$ cat src/rtl/fifo_32b.sv
// 32-bit word FIFO on the clk_f domain, fed by the 8b->32b converter.
// Registered pop output, count-derived status flags, and overflow/underflow pulses.
module fifo_32b #(
  parameter int DEPTH     = 8,
  parameter int ADDR_W    = 3,
  parameter int AF_THRESH = 6,
  parameter int AE_THRESH = 2
) (
  input  logic              clk_f,
  input  logic              reset_L,
  input  logic [31:0]       data_in,
  input  logic              valid_in,
  input  logic              pop,
  output logic [31:0]       data_out,
  output logic              valid_out,
  output logic              full,
  output logic              empty,
  output logic              almost_full,
  output logic              almost_empty,
  output logic              overflow,
  output logic              underflow,
  output logic [ADDR_W:0]   count
);

  localparam logic [ADDR_W:0] FullCount = (ADDR_W+1)'(DEPTH);
  localparam logic [ADDR_W:0] AfCount   = (ADDR_W+1)'(AF_THRESH);
  localparam logic [ADDR_W:0] AeCount   = (ADDR_W+1)'(AE_THRESH);

  logic [31:0]       mem [DEPTH];

  logic [ADDR_W-1:0] wrPtr_q, wrPtr_d;
  logic [ADDR_W-1:0] rdPtr_q, rdPtr_d;
  logic [ADDR_W:0]   count_q, count_d;
  logic [31:0]       dataOut_q, dataOut_d;
  logic              validOut_q, validOut_d;
  logic              overflow_q, overflow_d;
  logic              underflow_q, underflow_d;

  logic              isFull, isEmpty;
  logic              pushAccept, popAccept;

  // Occupancy is tracked explicitly so full/empty never depend on pointer equality.
  assign isFull  = (count_q == FullCount);
  assign isEmpty = (count_q == '0);

  assign popAccept  = pop & ~isEmpty;
  assign pushAccept = valid_in & (~isFull | popAccept);

  always_comb begin
    wrPtr_d     = wrPtr_q;
    rdPtr_d     = rdPtr_q;
    count_d     = count_q;
    dataOut_d   = dataOut_q;
    validOut_d  = 1'b0;
    overflow_d  = valid_in & ~pushAccept;
    underflow_d = pop & isEmpty;

    if (pushAccept) begin
      wrPtr_d = wrPtr_q + 1'b1;
    end

    if (popAccept) begin
      dataOut_d  = mem[rdPtr_q];
      validOut_d = 1'b1;
      rdPtr_d    = rdPtr_q + 1'b1;
    end

    case ({pushAccept, popAccept})
      2'b10:   count_d = count_q + 1'b1;
      2'b01:   count_d = count_q - 1'b1;
      default: count_d = count_q;
    endcase
  end

  always_ff @(posedge clk_f or negedge reset_L) begin
    if (!reset_L) begin
      wrPtr_q     <= '0;
      rdPtr_q     <= '0;
      count_q     <= '0;
      dataOut_q   <= '0;
      validOut_q  <= 1'b0;
      overflow_q  <= 1'b0;
      underflow_q <= 1'b0;
    end else begin
      wrPtr_q     <= wrPtr_d;
      rdPtr_q     <= rdPtr_d;
      count_q     <= count_d;
      dataOut_q   <= dataOut_d;
      validOut_q  <= validOut_d;
      overflow_q  <= overflow_d;
      underflow_q <= underflow_d;
    end
  end

  // Storage is deliberately left out of reset; the pointers and count make old words unreachable.
  always_ff @(posedge clk_f) begin
    if (pushAccept) begin
      mem[wrPtr_q] <= data_in;
    end
  end

  assign data_out     = dataOut_q;
  assign valid_out    = validOut_q;
  assign count        = count_q;
  assign full         = isFull;
  assign empty        = isEmpty;
  assign almost_full  = (count_q >= AfCount);
  assign almost_empty = (count_q <= AeCount);
  assign overflow     = overflow_q;
  assign underflow    = underflow_q;

endmodule

$ cat config.mk
export PLATFORM = sky130hd
export DESIGN_NAME = fifo_32b
export DESIGN_NICKNAME = d
export VERILOG_FILES = /design/src/rtl/fifo_32b.sv
export SDC_FILE = /design/constraint.sdc
export NUM_CORES = 1
export LEC_CHECK = 0
export ABC_AREA = 1
export BUFFER_PORTS_ARGS = -buffer_cell sky130_fd_sc_hd__buf_4
export CAP_MARGIN = 20
export CORE_UTILIZATION = 60
export CTS_CLUSTER_SIZE = 30
export DETAILED_ROUTE_END_ITERATION = 10
export PLACE_DENSITY_LB_ADDON = 0.2
export SLEW_MARGIN = 10
export SYNTH_ARGS = -nofsm -noshare
export SYNTH_HDL_FRONTEND = slang
export SYNTH_SLANG_ARGS = --single-unit
$ cat constraint.sdc
create_clock -name clk_f -period 4.7 [get_ports clk_f]
set_input_delay 0.705 -clock clk_f [delete_from_list [all_inputs] [get_ports clk_f]]
set_output_delay 0.705 -clock clk_f [all_outputs]
set_load 0.05 [all_outputs]
# Word-level counts from Yosys, hierarchy flattened
# Memory sizes are Yosys's and may differ from the RTL's. A register that Yosys moved wholly into a read port is not among the register bits.
# Index checks and enable logic that the tools add are counted.
# word_totals
reg_bits,13
ram_bits,256
output_inout_bits,43
memories,1
# memory_table
memory,words,word_bits,rd,rd_ports_with_merged_regs,write_ports,line,text
mem,8,32,1,1,1,29,logic [31:0] mem [DEPTH];
# op_classes
addsub,4
magnitude_cmp,2
n_eq_ne,3
n_mux,4
bitwise_logic,8
reduce_logical,3
# op_table
op,count
$pmux W4 S2,1
$add A3 B1 Y3 const B,2
$add A4 B1 Y4 const B,1
$and A1 B1 Y1,4
$eq A4 B4 Y1 const B,1
$ge A4 B3 Y1 const B,1
$le A4 B2 Y1 const B,1
$logic_not A4 Y1,1
$sub A4 B1 Y4 const B,1
$mux W1,3
$not A1 Y1,3
$eq A2 B1 Y1 const B,1
$eq A2 B2 Y1 const B,1
$reduce_bool A2 Y1,1
$logic_not A1 Y1,1
$or A1 B1 Y1,1

# Longest topological paths before layout
# logic_depth
ltp_word,7
ltp_mapped,14
ltp_nobuf,14

# Worst setup path before layout
# OpenSTA, ideal clock, no wires.
# synth_path
kind,register to register
start,"reg count_q[0], in the netlist count[0]"
end,"mem mem[7][0], enable pin"
arrival_time_ps,3693
path_slack_ps,546
stages_incl_launch_ff,7
synth_period_minus_slack_ps,4154
cell_sequence,dfrtp_1 nor2_1 nand3_1 inv_1 nand2_1 nand2_1 nor3_1
# synth_between
word_cells_on_any_way,9
cone_classes,eq/ne (1); mux (2); bitwise (5); reduce/logical (1)
# synth_lines
element,line,text
start: declaration,33,"logic [ADDR_W:0] count_q, count_d;"
start signal: assignment,87,count_q <= count_d;
$eq A4 B4 Y1,43,assign isFull = (count_q == FullCount);
via full,16,"output logic full,"
$not A1 Y1,47,assign pushAccept = valid_in & (~isFull | popAccept);
$or A1 B1 Y1,47,
$and A1 B1 Y1,47,
$mux W1,97,if (pushAccept) begin
$mux W1 (implied by the code),98,mem[wrPtr_q] <= data_in;
end: declaration,29,
# The timed path passes the listed nets, and every way through them passes these cells.

# Worst setup path after layout
# layout_path
start,"reg count_q[0], in the netlist count[0]"
end,"mem mem[2][0], enable pin"
# layout_between
elab_chain_cells,7
word_cells_on_any_way,9
cone_classes,eq/ne (1); mux (2); bitwise (5); reduce/logical (1)
# layout_lines
element,line,text
$logic_not A4 Y1,44,assign isEmpty = (count_q == '0);
$not A1 Y1,46,assign popAccept = pop & ~isEmpty;
$and A1 B1 Y1,46,
$or A1 B1 Y1 (*),47,
$and A1 B1 Y1 (*),47,
$mux W1 (*),97,
$mux W1 (implied by the code) (*),98,
# Mark *: on every way between the ends. The rest lies on a longest branch, timed or not.

==> metrics.yaml <==
status:
  run_status: "complete, no violations"
global_route:
  antenna_found_initial: 0
  grt_use_total_pct: 23.4
  grt_start_max_net_pins: 110
  grt_pass1_wl_mm: 36.6
  overflow: 0
  grt_pass1_vias: 6949
layout:
  layout-drive-gt1-share_pct: 13.7
  syn_to_final_growth_pct: 15.1
  antenna_cells_inserted: 0
  ff_latch_area_sq_um: 8820
  finalNetCount: 1087
  combined_area_of_the_multi_input_logic_cells_sq_um: 2470
  fill_cells: 1344
  post_layout_nonfiller_instances: 1335
worst_setup_path:
  worst_reg2reg_path_endpoint: "mem[2][0]"
  critical_path.endpoint_type: "flip-flop"
  worst_setup_path_endpoint: "mem[2][0]"
  cp.required_ns: 4.91
  crit_path_cell_trace: "nor2_1 -> nand3_1 -> inv_1 -> nand2_1 -> nand3_1 -> nor2_4 -> buf_4"
  crit_path_start: "count[0]"
  crit_arrival_ns: 2.68
  crit_path_start_kind: "flip-flop"
  critical_path_class: "flip-flop to flip-flop"
  worst-r2r-cell-count: 7
  rrSetupSlack_ns: 2.23
  most_prevalent_standard_cell_on_the_critical_path: "nand3_1"
  critical_path_buf_inv_count: 2
  slowest_stage: "nor2_4"
  timing.rr.start: "count[0]"
  cp_top_family: "simple AND/OR/NAND/NOR gates"
  slowest_delay_ns: 0.59
  critPathMaxFanout: 18
  crit_cells: 7
logic_synthesis:
  ys_seq_elements: 301
  synth.net_count: 1017
  netlist_top_cells_area: "edfxtp_1 64%, dfrtp_1 9.3%, inv_1 4.5%, nand2_1 4.5%, nand3_1 4.3%"
  synthFlopType: "edfxtp_1"
  netlist_instances: 976
  syn_area_sq_um: 12100
  synth_enable_flop_cells: 256
  synth.top_cell.area_share_pct: 63.7
  synthArstFlopShare_pct: 15.0
  synth_area_leader_cell: "edfxtp_1"
  synth_top_cells_by_count: "256 x edfxtp_1, 144 x inv_1, 144 x nand2_1"
  part_of_the_yosys_area_used_for_sequential_elements_pct: 73.0
  synth.lib_cells_used.distinct: 23
  synthesis.yosys.warnings: 0
  mean_area_per_synthesized_cell_sq_um: 12.4
  yosysMostFrequentCell: "edfxtp_1"
floorplanning:
  io_pins: 79
  initial_core_util_pct: 61.6
  design.die.area_sq_um: 20700
  placeableCoreArea_sq_um: 19600
  die-height_um: 144
  core.rowCount: 51
  die_width_um: 144
power_and_ir_drop:
  vdd_drop_max_mv: 0.505
  power_report.internal_total_uw: 5660
  power_switching_share_pct: 36.6
  switchingPower_uw: 3280
  seq_power_share_pct: 42.4
  power_density_nw_per_um2: 644
  share_clk_of_total_power_pct: 25.8
  p_leak_uw: 0.00549
  share_comb_of_total_power_pct: 31.8
placement:
  dp.final_hpwl_mm: 12.8
  port-buffer-count: 78
  post-place-cells: 1278
  gp_routability_congestion: 0.752
timing:
  report.final.hold_viol_count: 0
  fin_setup_tns_ns: 0
  final_critical_path_required_period_ns: 2.47
  max_slew.worst_pin.slew_ns: 0.995
  rsz0062_at_grt: "no"
  max-slew-margin-rel_pct: 33.6
  timing_max_transition_violations_final: 0
  fin_hold_ws_ns: 0.190
  fmax_mhz: 404
  finalSetupViolations: 0
  skew_ns: 0.0103
  timing.final.crit_share_pct: 52.6
clock_network:
  cts_resized: 0
  cts-htree-levels: 1
  cts_made_buffers: 30
  postCtsSetupRepairBufs: 0
  cts_hold_buf: 0
  clkSinkCount: 301
  cts.reportedPaths.clkPinSlew_ns: 0.06
  max-clock-path-buffers: 3
  ctsRootBufferMaster: "clkbuf_16"
  clk_latency_ns: 0.54
  cts_tree: "done"
drt:
  via_per_inst: 5.47
  dr.first_iter.drc_count: 713
  post-route-drc-count: 0
  detailedRoute.firstPassIterationCount: 5
  detail_route.wl_per_cell_um: 17.4
  drtAntennaViolNets: 0
  wirelength_mm: 23.2
  detailroute.via_count: 7307
flow_run:
  timing.max_cap.violations: 0
hold_path:
  hp-class: "input pin to asynchronous set/reset pin"
==> layout make-up <==
type | instances | area share (%)
Multi-Input combinational cell | 475 | 17.8
Clock inverter | 7 | 0.604
Sequential cell | 301 | 63.5
Clock buffer | 49 | 6.36
Inverter | 145 | 3.92
Tap cell | 265 | 2.39
Timing Repair Buffer | 93 | 5.44
==> metal layers <==
metal  part of all wire [%]  GRT usage [%]
met5                      0              0
met3                    5.0           3.37
met4                    1.5           5.60
met1                     44           32.7
met2                     50           39.2
==> power by group through the flow <==
stage / Combinational [uW] / Clock (uW) / Sequential [uW]
2_1_floorplan: 1710 / 0 / 4160
3_3_place_gp: 2750 / 0 / 3830
3_5_place_dp: 2840 / 0 / 3840
6_report: 2840 / 2310 / 3790
4_1_cts: 2860 / 2330 / 3790
5_1_grt: 3140 / 2450 / 3860
==> cell usage in the layout, fill, tap and decap left out, drive strengths merged, types with 4 or more instances in the layout <==
cell and n:
inv 145, clkbuf 49, edfxtp 256, ha 4, dfrtp 45, clkinv 4
a21oi 67, o211ai 64, o21ai 67, nor2 11, buf 93, nor3 4
nand3 104, nand2 148
==> cell families (layout without fill, tap and decap cells) <==
| group | count (synthesis) | count (layout) | synth area share [%] |
|---|---|---|---|
| adder cells (fa/ha/maj) | 5 | 5 | 0.581 |
| flip-flops | 301 | 301 | 73.0 |
| XOR/XNOR | 5 | 5 | 0.363 |
| buffers and inverters | 200 | 294 | 6.94 |
| AND/OR/NAND/NOR | 267 | 267 | 9.55 |
| AO/OA/AOI/OAI | 198 | 198 | 9.54 |
==> per-stage QoR <==
step	setup WS (ns)	total power [uW]	area (sq um)	utilization (%)
5_1_grt	2.06	9450	13900	70.9
3_5_place_dp	1.95	6670	12900	65.8
2_1_floorplan	0.546	5870	12100	-
4_1_cts	2.15	8980	13900	70.7
6_report	2.23	8940	13900	70.9
3_3_place_gp	1.96	6570	12900	65.6
==> worst min path at each step <==
stage                         to  depth (start not counted)
floorplan               count[0]                          0
global placement    data_out[16]                          2
detailed placement  data_out[22]                          2
CTS                    underflow                          1
global route           underflow                          1
finish                 underflow                          1
==> flip-flops by register name (all words and copies together) (netlist names) <==
register / count
mem: 256
data_out: 32
count: 4
rdPtr_q: 3
wrPtr_q: 3
overflow: 1
underflow: 1
valid_out: 1
No activity file was read; power rests on OpenSTA's default activity.
